==> src/rtl/stream_gen_mode.sv <==
// stream_gen_mode
//   Rate-paced, framed AXI4-Stream traffic generator with selectable payload
//   (counter, LFSR, walking-one, header+counter), enable gating, frame and
//   drop counters and a busy flag.
//
// Ports
//   clk, aresetn         : stream clock, asynchronous active-low reset
//   enable               : generate frames while high
//   mode                 : payload select (0 counter, 1 LFSR, 2 walk-1, 3 hdr+cnt)
//   frame_size           : beats per frame minus 1
//   data_rate            : cycles between beat ticks minus 1
//   tdata/tkeep/tlast/tvalid/tready : AXI4-Stream master side
//   frame_count          : frames whose tlast beat was accepted (wraps)
//   drop_count           : ticks lost to backpressure (saturates)
//   busy                 : a frame is in progress
module stream_gen_mode #(
  parameter int unsigned DATA_W    = 32,
  parameter int unsigned SIZE_W    = 32,
  parameter int unsigned RATE_W    = 16,
  parameter logic [31:0] LFSR_SEED = 32'h0000_0001
) (
  input  logic                clk,
  input  logic                aresetn,
  input  logic                enable,
  input  logic [1:0]          mode,
  input  logic [SIZE_W-1:0]   frame_size,
  input  logic [RATE_W-1:0]   data_rate,
  output logic [DATA_W-1:0]   tdata,
  output logic [DATA_W/8-1:0] tkeep,
  output logic                tlast,
  output logic                tvalid,
  input  logic                tready,
  output logic [31:0]         frame_count,
  output logic [31:0]         drop_count,
  output logic                busy
);

  localparam int unsigned IDX_W = $clog2(DATA_W);
  // Narrow buses keep only the low DATA_W bits of the seed.
  localparam logic [31:0] SEED_MASK =
    (DATA_W >= 32) ? 32'hFFFF_FFFF : 32'((64'd1 << DATA_W) - 64'd1);
  localparam logic [31:0] LFSR_RST = LFSR_SEED & SEED_MASK;

  typedef enum logic {IDLE, RUN} state_t;

  state_t              state_q;
  logic                tvalid_q, tlast_q, busy_q;
  logic [DATA_W-1:0]   tdata_q;
  logic [31:0]         frame_count_q, drop_count_q;
  logic [SIZE_W-1:0]   idx_q, size_q;
  logic [RATE_W-1:0]   rate_cnt_q, rate_q;
  logic [1:0]          mode_q;
  logic [DATA_W-1:0]   word_q;
  logic [31:0]         lfsr_q;

  logic                tick, hs, frame_end, new_frame, load, drop;
  logic [1:0]          eff_mode;
  logic [SIZE_W-1:0]   eff_size, eff_idx;
  logic [IDX_W-1:0]    widx;
  logic [31:0]         frame_count_d;
  logic [31:0]         lfsr_d;
  logic [DATA_W-1:0]   lfsr_rep, walk, payload_d;

  assign tdata       = tdata_q;
  assign tkeep       = '1;
  assign tlast       = tlast_q;
  assign tvalid      = tvalid_q;
  assign busy        = busy_q;
  assign frame_count = frame_count_q;
  assign drop_count  = drop_count_q;

  // '>=' rather than '==' so a smaller rate latched at a back-to-back frame
  // boundary wraps at once instead of running the counter all the way round.
  assign tick      = (state_q == RUN) && (rate_cnt_q >= rate_q);
  assign hs        = tvalid_q && tready;
  assign frame_end = hs && tlast_q;
  assign new_frame = frame_end && enable;
  assign drop      = tick && tvalid_q && !tready;
  assign load      = tick && (!tvalid_q || tready) && !(frame_end && !enable);

  // When a frame ends and the next one starts in the same cycle, the beat
  // loaded there already belongs to the new frame and its fresh config.
  assign eff_mode = new_frame ? mode       : mode_q;
  assign eff_size = new_frame ? frame_size : size_q;
  assign eff_idx  = new_frame ? '0         : idx_q;

  assign frame_count_d = frame_end ? frame_count_q + 32'd1 : frame_count_q;
  assign lfsr_d        = {lfsr_q[30:0], lfsr_q[31] ^ lfsr_q[21] ^ lfsr_q[1] ^ lfsr_q[0]};
  assign widx          = IDX_W'(eff_idx % SIZE_W'(DATA_W));
  assign walk          = DATA_W'(1) << widx;

  // Wide buses repeat the 32-bit LFSR word across every lane.
  for (genvar g = 0; g < DATA_W; g++) begin : g_rep
    assign lfsr_rep[g] = lfsr_q[g % 32];
  end

  // Payload for the beat being loaded this cycle.
  always_comb begin
    payload_d = '0;
    case (eff_mode)
      2'd0:    payload_d = word_q;
      2'd1:    payload_d = lfsr_rep;
      2'd2:    payload_d = walk;
      default: payload_d = (eff_idx == '0) ? DATA_W'(frame_count_d) : DATA_W'(eff_idx);
    endcase
  end

  // Frame FSM, pacing counter, beat loading and statistics.
  always_ff @(posedge clk or negedge aresetn) begin
    if (!aresetn) begin
      state_q       <= IDLE;
      tvalid_q      <= 1'b0;
      tlast_q       <= 1'b0;
      busy_q        <= 1'b0;
      tdata_q       <= '0;
      frame_count_q <= '0;
      drop_count_q  <= '0;
      idx_q         <= '0;
      size_q        <= '0;
      rate_cnt_q    <= '0;
      rate_q        <= '0;
      mode_q        <= '0;
      word_q        <= '0;
      lfsr_q        <= LFSR_RST;
    end else begin
      case (state_q)
        IDLE: begin
          if (enable) begin
            mode_q     <= mode;
            size_q     <= frame_size;
            rate_q     <= data_rate;
            idx_q      <= '0;
            rate_cnt_q <= '0;
            busy_q     <= 1'b1;
            state_q    <= RUN;
          end
        end
        RUN: begin
          rate_cnt_q <= tick ? '0 : rate_cnt_q + RATE_W'(1);
          if (frame_end) begin
            frame_count_q <= frame_count_d;
            if (enable) begin
              mode_q <= mode;
              size_q <= frame_size;
              rate_q <= data_rate;
              idx_q  <= '0;
            end else begin
              busy_q  <= 1'b0;
              state_q <= IDLE;
            end
          end
          if (drop && (drop_count_q != 32'hFFFF_FFFF)) begin
            drop_count_q <= drop_count_q + 32'd1;
          end
          if (load) begin
            tdata_q  <= payload_d;
            tlast_q  <= (eff_idx == eff_size);
            tvalid_q <= 1'b1;
            idx_q    <= eff_idx + SIZE_W'(1);
            if (eff_mode == 2'd0) word_q <= word_q + DATA_W'(1);
            if (eff_mode == 2'd1) lfsr_q <= lfsr_d;
          end else if (hs) begin
            tvalid_q <= 1'b0;
            tlast_q  <= 1'b0;
          end
        end
        default: state_q <= IDLE;
      endcase
    end
  end

endmodule

==> config.mk <==
export PLATFORM = sky130hd
export DESIGN_NAME = stream_gen_mode
export DESIGN_NICKNAME = d
export VERILOG_FILES = /design/src/rtl/stream_gen_mode.sv
export SDC_FILE = /design/constraint.sdc
export NUM_CORES = 1
export LEC_CHECK = 0
export ABC_CLOCK_PERIOD_IN_PS = 3490
export BUFFER_PORTS_ARGS = -buffer_cell sky130_fd_sc_hd__buf_2
export CAP_MARGIN = 5
export CORE_MARGIN = 2
export CORE_UTILIZATION = 40
export CTS_BUF_LIST = sky130_fd_sc_hd__clkbuf_4
export CTS_CLUSTER_SIZE = 28
export DETAILED_ROUTE_END_ITERATION = 12
export HOLD_SLACK_MARGIN = 0.06
export PLACE_DENSITY = 0.7
export SLEW_MARGIN = 20
export SYNTH_ARGS = -nofsm -noshare
export SYNTH_HDL_FRONTEND = slang
export SYNTH_SLANG_ARGS = --single-unit
==> constraint.sdc <==
create_clock -name clk -period 3.49 [get_ports clk]
set_input_delay 0.698 -clock clk [delete_from_list [all_inputs] [get_ports clk]]
set_output_delay 0.698 -clock clk [all_outputs]
set_load 0.02 [all_outputs]
======== After elaboration in Yosys (flattened, before gate mapping) ========
Index checks and enable logic that the tools add are counted.
cells by class
  bitwise operators ....................... 4
  magnitude comparators ................... 1
  shift-type cells ........................ 1
  muxes and demuxes ....................... 32
  add/sub/neg operators ................... 5
  equality and inequality tests ........... 8
  reductions and logical operators ........ 25
operator list
  operator                                              number
  2-to-1 mux 32 bit                                     9
  adder 32 x 1 -> 32 bit (second input constant)        4
  case mux 32 bit (2 select lines)                      2
  case mux 32 bit (3 select lines)                      1
  2-to-1 mux 16 bit                                     4
  case mux 16 bit (2 select lines)                      2
  equality test 32 bit                                  1
  logical NOT 32 bit                                    1
  != test 32 bit (second input constant)                1
  << shifter 1 x 5 -> 32 bit (first input constant)     1
  adder 16 x 1 -> 16 bit (second input constant)        1
  >= comparator 16 bit                                  1
  logical AND 1 bit                                     10
  AND reduction 3 bit                                   3
  2-to-1 mux 1 bit                                      8
  AND reduction 2 bit                                   4
  2-to-1 mux 2 bit                                      3
  logical NOT 1 bit                                     4
  != test 2 bit (second input constant)                 2
  case mux 1 bit (2 select lines)                       2
  case mux 2 bit (2 select lines)                       1
  != test 3 x 1 -> 1 bit (second input constant)        1
  bitwise XOR 1 bit                                     3
  equality test 2 x 1 -> 1 bit (second input constant)  1
  6 further kinds                                       6
word-level totals
  bits of input ports ..................... 54
  word-level logic and storage cells ...... 90
  output and inout bits ................... 103
  register bits ........................... 262

======== Depth between registers and ports, before layout ========
Gate-level depths: netlist of the first run.
  depth after elaboration ................. 7
  depth in mapped cells ................... 14
  mapped depth without buffers ............ 11

======== Worst setup path after synthesis of the first run ========
Ideal clock, no wire load.
  path kind ............................... input to register
  start ................................... input tready
  end ..................................... register idx_q[26]
  required time ........................... 3.368 ns
  slack ................................... 0.104 ns
  library setup time ...................... 0.122 ns
  arrival ................................. 3.265 ns
  buffers on the path ..................... 3
  stages .................................. 14
  cell sequence ........................... buf_2 -> nand4_1 -> clkbuf_1 -> clkbuf_1 -> nand2_1 -> inv_1 -> ha_1 -> nand4_1 -> nor4_2 -> nand2_1 -> nor3_2 -> and3_1 -> o21ai_0 -> a32o_1
on the way
  longest elaborated chain between the ends .. 7
  elaborated cells between the ends (all ways) .. 13
  those cells by class .................... add/sub (1); eq/ne (1); mux (3); reduce/logical (8)
ends and longest elaborated chain
  what                                                         RTL line  source
  start, declared                                              32        input logic tready,
  logical AND 1 bit                                            75        assign hs = tvalid_q && tready;
  logical AND 1 bit                                            76        assign frame_end = hs && tlast_q;
  logical AND 1 bit, on equally long branches                  77, 79
  2-to-1 mux 32 bit or logical NOT 1 bit (tied branches)       85, 79
  adder 32 x 1 -> 32 bit or logical AND 1 bit (tied branches)  159, 79
  2-to-1 mux 32 bit                                            155       if (load) begin
  case mux 32 bit (2 select lines)                             126       case (state_q)
  end signal, assigned                                         159       idx_q <= eff_idx + SIZE_W'(1);
  end, declared                                                50        logic [SIZE_W-1:0] idx_q, size_q;
Several ways; a longest one is shown, not always the timed one.
A chain may end at the register's enable or synchronous reset.

======== Worst setup path after layout of the first run ========
  start ................................... register rate_cnt_q[12]
  end ..................................... register tdata_q[24], in the netlist tdata[24]
on the way
  longest elaborated chain between the ends .. 5
ends and longest elaborated chain
  what                             RTL line  source
  start, declared                  51        logic [RATE_W-1:0] rate_cnt_q, rate_q;
  start signal, assigned           139       rate_cnt_q <= tick ? '0 : rate_cnt_q + RATE_W'(1);
  >= comparator 16 bit             74        assign tick = (state_q == RUN) && (rate_cnt_q >= rate_q);
  logical AND 1 bit                74
  logical AND 1 bit (2 in series)  79        assign load = tick && (!tvalid_q || tready) && !(frame_end && !enable);
  AND reduction 2 bit (no line)    --
  end signal, assigned             156       tdata_q <= payload_d;
  end, declared                    48        logic [DATA_W-1:0] tdata_q;
Every way passes these cells.

==> results of run 1 <==
-- per-layer routing --
metal  global-route usage  vias to the layer above  wire length [um]
met4               0.1269                        0              1972
met1               0.3168                     6066             18330
met5                    0                        -                 0
li1                     -                     5881                 -
met3              0.04915                      117              3228
met2               0.3607                      551             19500
-- state kept, by name, summed over array words and instances (netlist names) --
name         count
lfsr_q          32
size_q          32
busy             1
tdata           32
rate_q          16
state_q          1
rate_cnt_q      16
word_q          32
drop_count      32
idx_q           32
tlast            1
frame_count     32
mode_q           2
tvalid           1
-- logic make-up after synthesis --
family | Yosys count
and+or+nand+nor | 696
AOI/OAI and AO/OA | 240
xor gates and xnor gates | 167
adders and majority gates | 26
buffers and inverters | 131
other | 1
DFF | 262
muxes | 49
-- where the power goes --
group | switching, mW | leakage [nW] | internal, mW
sequential | 0.570 | 3.50 | 3.59
combinational | 2.11 | 3.69 | 1.19
clock | 1.32 | 0.527 | 1.40
-- critical path, cell delays in order, from the launching register on --
cell,delay (ns)
dfrtp_1,0.41
ha_1,0.30
nand4_1,0.15
nor3_2,0.24
or4b_4,0.54
a31o_2,0.49
buf_4,0.27
a2111oi_0,0.41
buf_4,0.18
nor2_1,0.04
-- cells in the final DEF (no fill, tap or decap), types with 14 or more instances in the layout --
master,instances
a21oi_1,57
a31oi_1,14
and3_1,30
buf_2,151
buf_4,41
clkbuf_4,100
clkinv_1,16
dfrtp_1,261
ha_1,26
inv_1,39
mux2_2,34
mux2i_1,14
nand2_1,317
nand3_1,69
nand4_1,61
nor2_1,99
nor3_1,42
nor4_1,25
o21ai_0,95
xnor2_1,103
xor2_1,64
-- worst min-delay path by stage --
| stage | slack [ns] | depth (start not counted) | from | to |
|---|---|---|---|---|
| after detailed placement | 0.47 | 2 | tdata[16] | tdata[16] |
| after CTS | 0.11 | 3 | frame_size[28] | size_q[28] |
| final | 0.17 | 3 | frame_size[23] | size_q[23] |
| after global placement | 0.47 | 2 | tdata[15] | tdata[15] |
| after floorplan | 0.40 | 0 | aresetn | busy |
| after global routing | 0.15 | 3 | frame_size[28] | size_q[28] |
-- metrics by stage --
stage                     std cells  setup WS (ns)  power, mW  hold slack [ns]
after floorplan                1575         0.1036      6.190           0.4024
after global placement         2134         0.4157      7.374           0.4674
after detailed placement       2134         0.3484      7.462           0.4691
after CTS                      2259         0.3248      10.23           0.1149
after global routing           2261         0.1106      10.85           0.1504
final                          2261         0.3198      10.18           0.1710
-- layout make-up --
class	instances	share of cell area
repair buffers	197	0.07016
diodes	2	0.0003057
multi-input cells	1182	0.4319
clock inverters	24	0.007489
inverters	39	0.008941
clock buffers	100	0.04585
flip-flops and latches	262	0.4005
well taps	455	0.03477
==> summary.md, run 1 <==
| Metric | Value |
|---|---|
| Die area | `36850 um2` |
| Critical Path Fanout Max | `20` |
| Worst-margin pin slew | `0.6699 ns` |
| Area Growth Syn to Fin | `15.85%` |
| Post-Synth Simple-Gate Area | `0.2306` |
| CP endpoint kind | `flop` |
| Input/output buffers | `152` |
| Placed cell areas | `15480 um2` |
| #FFs+latches synth | `262` |
| Kind of critical path | `flop to flop` |
| Slew Limit Fails | `0` |
| CTS HTree Levels | `3` |
| Final Util | `0.4728` |
| Max Buffers Root-to-Sink | `3` |
| Largest family of logic cells by synthesized area | `simple AND/OR/NAND/NOR gates` |
| Ranking of synthesized cells by area | `dfrtp_1 46%, nand2_1 8.4%, xnor2_1 6.4%, xor2_1 4.0%, o21ai_0 3.4%` |
| Crit path DAT | `3.75 ns` |
| Initial Util | `0.4081` |
| Leakage power | `7.718 nW` |
| Worst R2R Start | `rate_cnt_q[12]` |
| Outcome | `completed` |
| Most used DFF post-synth | `dfrtp_1` |
| Multi-input gate area | `7072 um2` |
| Clk_skew | `0.05531 ns` |
| Asr flop ratio synth | `1.000` |
| DRC Markers | `0` |
| Initial antenna violation count | `2` |
| Clock Latency Late Sink | `0.73 ns` |
| DP HPWL | `31640 um` |
| Max transition margin | `0.5534` |
| CTS tree | `built` |
| Flop2flop setup slack | `0.32 ns` |
| Most common cell in the netlist | `nand2_1` |
| CP Data Required Time | `4.07 ns` |
| Filler instances | `3288` |
| Initial DRC count | `1366` |
| Synth Area in Adders | `0.02302` |
| Cell Area, Synth | `14130 um2` |
| Share of Yosys cell area claimed by the top area cell type | `0.4622` |
| Synth Area in Compound Gates | `0.1029` |
| Hold Crit Class | `primary input to flop` |
| Critical Path Source | `rate_cnt_q[12]` |
| Final nets | `1835` |
| Distinct cells, synth | `66` |
| Standard-cell rows | `68` |
| Die width | `192.0 um` |
| Critical Path End | `tdata[24]` |
| Routed WL | `43030 um` |
| Vias in the first global route | `12410` |
| Gates resized, CTS repair | `0` |
| Commonest cells post-synth | `317 x nand2_1, 261 x dfrtp_1, 103 x xnor2_1` |
| Pwr Density | `622.1 nW/um2` |
| Setup_tns | `0 ns` |
| Cell count after synthesis | `1572` |
| Ys Warns | `0` |
| Clock root cell | `clkbuf_4` |
| Largest net degree at the start of global routing | `82` |
| Worst vdd ir | `0.2914 mV` |
| Via count | `12620` |
| R2R depth | `9` |
| Fraction of layout cells with a size suffix above 1 | `0.2007` |
| Total CTS buffers | `73` |
| First-pass iteration count of the detailed router | `6` |
| Post-synth EDFFs | `0` |
| Register Area | `6558 um2` |
| Max Fclk | `0.3154 GHz` |
| Synth Area in XOR/XNOR | `0.1035` |
| Routed Antenna Nets | `0` |
| Postcts setup bufs | `0` |
| Clock sink total | `262` |
| Unrepaired setup endpoints after global routing | `no` |
| Final Critical Period | `3.170 ns` |
| Grt ovf | `0` |
| Mux contribution to synthesized area | `0.03798` |
| Total GRT Usage | `0.2369` |
| Max-cap viol count | `0` |
| Core Box Area | `34630 um2` |
| Global-route wire length before repair | `67880 um` |
| Clock Pin Slew Worst Setup and Hold Paths | `0.06 ns` |
| Final estimated routing congestion in global placement | `0.9811` |
| Die Height | `192.0 um` |
| Post-route cell area | `16370 um2` |
| Startpoint types | `flop` |
| Sequential-to-total area share from yosys stat | `0.4640` |
| R2r endpoint | `tdata[24]` |
| Period utilization | `0.9084` |
| Post-CTS Hold Fix Bufs | `1` |
| Vias per cell | `5.579` |
| Ports | `157` |
| Routed wire per std cell | `19.03 um` |
| Final hold vios | `0` |
| Syn_area_per_cell | `8.990 um2` |
| Final setup fails | `0` |
| Synth area leader | `dfrtp_1` |
(Power assumes the default switching activity.)
==> inputs of run 2 (changes only) <==
ABC_AREA = 1   (was default)
PLACE_DENSITY = 0.69   (was 0.7)
==> summary.md, run 2 <==
| Metric | Value |
|---|---|
| Asr flop ratio synth | `1.000 (unchanged)` |
| DP HPWL | `44280 um (+40%)` |
| Most used DFF post-synth | `dfrtp_1` |
| Total Power | `10.88 mW (+6.8%)` |
| Most common cell in the netlist | `nand2_1` |
| Leakage power | `9.659 nW (+25%)` |
| Sequential-to-total area share from yosys stat | `0.3882 (-0.07579)` |
| Internal | `6.368 mW (+3.0%)` |
| Pwr Density | `566.9 nW/um2 (-8.9%)` |
| Seq pwr share | `0.422 (+0.013)` |
| Max transition margin | `0.3930 (-0.1604)` |
| Distinct cells, synth | `46 (-30%)` |
| Routed wire per std cell | `17.80 um (-6.5%)` |
| Net Switching | `4.512 mW (+13%)` |
| Cell count after synthesis | `2477 (+58%)` |
| Flop2flop setup slack | `0.44 ns (+0.12 ns)` |
| Total CTS buffers | `79 (+8.2%)` |
| Final setup fails | `0 (unchanged)` |
| Core Box Area | `41850 um2 (+21%)` |
| Die area | `43890 um2 (+19%)` |
| Worst-margin pin slew | `0.9049 ns (+0.2350 ns)` |
| Routed Antenna Nets | `0 (unchanged)` |
| Final estimated routing congestion in global placement | `1.045 (+6.5%)` |
| Routed WL | `57770 um (+34%)` |
| CTS HTree Levels | `3 (unchanged)` |
| Vias per cell | `5.218 (-6.5%)` |
| Clock Pin Slew Worst Setup and Hold Paths | `0.06 ns (about the same)` |
| Die Height | `209.5 um (+9.1%)` |
| CP delay by family, top | `simple AND/OR/NAND/NOR gates` |
| Ranking of synthesized cells by area | `dfrtp_1 39%, nand2_1 20%, inv_1 5.5%, nor2_1 5.4%, nand3_1 4.7%` |
| Input/output buffers | `152 (unchanged)` |
| Standard-cell rows | `75 (+10%)` |
| Max Buffers Root-to-Sink | `3 (unchanged)` |
| Grt ovf | `0 (unchanged)` |
| Filler instances | `4388 (+33%)` |
| Comb power frac | `0.308 (-0.016)` |
| Setup_tns | `0 ns (unchanged)` |
| Clock root cell | `clkbuf_4` |
| Initial Util | `0.4036 (-0.004528)` |
| Vias in the first global route | `16390 (+32%)` |
| Slew Limit Fails | `0 (unchanged)` |
| Largest net degree at the start of global routing | `78 (-4.9%)` |
| Worst vdd ir | `0.2392 mV (-18%)` |
| Most common cell after layout, fill and taps aside | `nand2_1` |
| Total GRT Usage | `0.2673 (+0.03042)` |
| Startpoint types | `flop` |
| Global-route wire length before repair | `91630 um (+35%)` |
| Via count | `16940 (+34%)` |
| Initial antenna violation count | `2 (unchanged)` |
| Ports | `157 (unchanged)` |
| Share of Yosys cell area claimed by the top area cell type | `0.3867 (-0.07548)` |
| Final Critical Period | `3.053 ns (-0.1170 ns)` |
| Critical Path Fanout Max | `37 (+85%)` |
| Period utilization | `0.8748 (-0.03353)` |
| Clock sink total | `262 (unchanged)` |
| Net Sw Frac | `0.4147 (+0.02188)` |
| CP endpoint kind | `flop` |
| Commonest cells post-synth | `900 x nand2_1, 261 x dfrtp_1, 248 x inv_1` |
| Max Fclk | `0.3275 GHz (+3.8%)` |
| CP Data Required Time | `4.21 ns (+0.14 ns)` |
| Postcts setup bufs | `0 (unchanged)` |
| Unrepaired setup endpoints after global routing | `no` |
| Crit path buffers/inverters | `1 (-1)` |
| DRC Markers | `0 (unchanged)` |
| Syn_area_per_cell | `6.819 um2 (-24%)` |
| Initial DRC count | `1594 (+17%)` |
| Clk_skew | `0.08607 ns (+0.03076 ns)` |
| Hold Crit Class | `primary input to flop` |
| #FFs+latches synth | `262 (unchanged)` |
| Crit path DAT | `3.77 ns (+0.02 ns)` |
| Final hold vios | `0 (unchanged)` |
| Post-synth EDFFs | `0 (unchanged)` |
| Die width | `209.5 um (+9.1%)` |
| Fraction of layout cells with a size suffix above 1 | `0.1272 (-0.07349)` |
| Max-cap viol count | `0 (unchanged)` |
| First-pass iteration count of the detailed router | `5 (-1)` |
| Cell Area, Synth | `16890 um2 (+20%)` |
| Synth area leader | `dfrtp_1` |
| Cell chain of the critical path | `ha_1 -> nand2_1 -> nor2_1 -> nand2_1 -> nor2_1 -> nor2_1 -> nand2_1 -> nand2_1 -> nand2_1 -> nand3_4 -> inv_2 -> o21ai_0 -> o21ai_1` |
| Commonest non-fill, non-tap cells in the layout | `899 x nand2_1, 261 x dfrtp_1, 248 x inv_1, 241 x nor2_1` |
| Ys Warns | `0 (unchanged)` |
| CP most frequent cell | `nand2_1` |
| Clock Latency Late Sink | `0.84 ns (+0.11 ns)` |
| CP max-delay cell | `inv_2` |
| Post-CTS Hold Fix Bufs | `6 (+5)` |
| Area Growth Syn to Fin | `13.62%` |
| Outcome | `completed` |
| Kind of critical path | `flop to flop` |
| Final nets | `2734 (+49%)` |
| Gates resized, CTS repair | `0 (unchanged)` |
| CTS tree | `built` |
| Slowest stage delay, CP | `0.63 ns (+0.09 ns)` |
| Clock power share | `0.270 (+0.003)` |
==> run 2: changes by cell type in the layout (fill, tap and decap cells not counted), moves of 14 or more <==
cell / change
xor2_1: +24
inv_1: +209
a21boi_1: +19
and3_1: -29
nor2_1: +142
o21ai_0: +64
nand4_1: -31
a21oi_1: -19
mux2i_1: -14
nand3_1: +90
xnor2_1: -68
mux2_2: -33
nand2_1: +582
==> run 2: per-stage QoR <==
stage / hold WS, ns / std cells / util / cell area, um2 / setup WS (ns)
after detailed placement: 0.4642 / 3106 / 0.4342 / 18170 / 0.4514
after CTS: 0.06154 / 3244 / 0.4584 / 19190 / 0.4091
final: 0.1305 / 3246 / 0.4586 / 19190 / 0.4368
after floorplan: 0.4024 / 2480 / - / 16900 / 0.6985
after global placement: 0.4643 / 3106 / 0.4342 / 18170 / 0.4682
after global routing: 0.1257 / 3246 / 0.4586 / 19190 / 0.1075
==> run 2: power groups by stage <==
stage | Combinational, mW | Clock (mW) | Sequential, mW
after floorplan | 2.07 | 0 | 4.49
after global placement | 3.26 | 0 | 4.60
after detailed placement | 3.33 | 0 | 4.61
after CTS | 3.34 | 3.03 | 4.57
after global routing | 3.73 | 3.19 | 4.65
final | 3.35 | 2.94 | 4.60
==> run 2: final timing paths <==
check / start / endpoint / cells past startpoint
setup reg to reg: rate_cnt_q[7] / tdata[16] / 13
hold reg to reg: tdata[19] / tdata[19] / 2
hold / removal: data_rate[12] / rate_q[12] / 3
min in group asynchronous: aresetn / drop_count[0] / 2
setup / recovery: rate_cnt_q[7] / tdata[16] / 13
max in group asynchronous: aresetn / frame_count[28] / 3
==> run 2: cell type report <==
type                       count  area [um2]  area share
antenna                        2       5.005   0.0002608
clock buffer                 110       825.8     0.04303
clock inverter                22       127.6    0.006650
inverter                     256       960.9     0.05007
multi-input combinational   1863        8917      0.4646
sequential                   262        6558      0.3417
tap                          539       674.4     0.03514
timing repair buffer         192        1124     0.05854
==> run 2: worst register-to-register path: stages (launching register included) <==
cell and delay, ns:
dfrtp_1 0.41, ha_1 0.31, nand2_1 0.07, nor2_1 0.15, nand2_1 0.06, nor2_1 0.09
nor2_1 0.05, nand2_1 0.09, nand2_1 0.09, nand2_1 0.18, nand3_4 0.28, inv_2 0.64
o21ai_0 0.32, o21ai_1 0.20
==> run 2: logic make-up (layout without fill, tap and decap cells) <==
| group | count (synthesis) | after routing | synth area share |
|---|---|---|---|
| AOI/OAI and AO/OA | 271 | 271 | 0.08904 |
| xor gates and xnor gates | 123 | 123 | 0.06378 |
| adders and majority gates | 26 | 26 | 0.01926 |
| buffers and inverters | 355 | 580 | 0.08526 |
| DFF | 262 | 262 | 0.3882 |
| muxes | 1 | 1 | 0.0006666 |
| other | 1 | 6 | 0.0002220 |
| and+or+nand+nor | 1438 | 1438 | 0.3536 |
==> run 2: routing by layer <==
layer / up-vias / track usage / wire length, um
met2: 618 / 0.4115 / 25700
met1: 7989 / 0.3708 / 26290
met4: 2 / 0.1079 / 1729
met5: - / 0 / 13
li1: 8229 / - / -
met3: 99 / 0.05162 / 4033
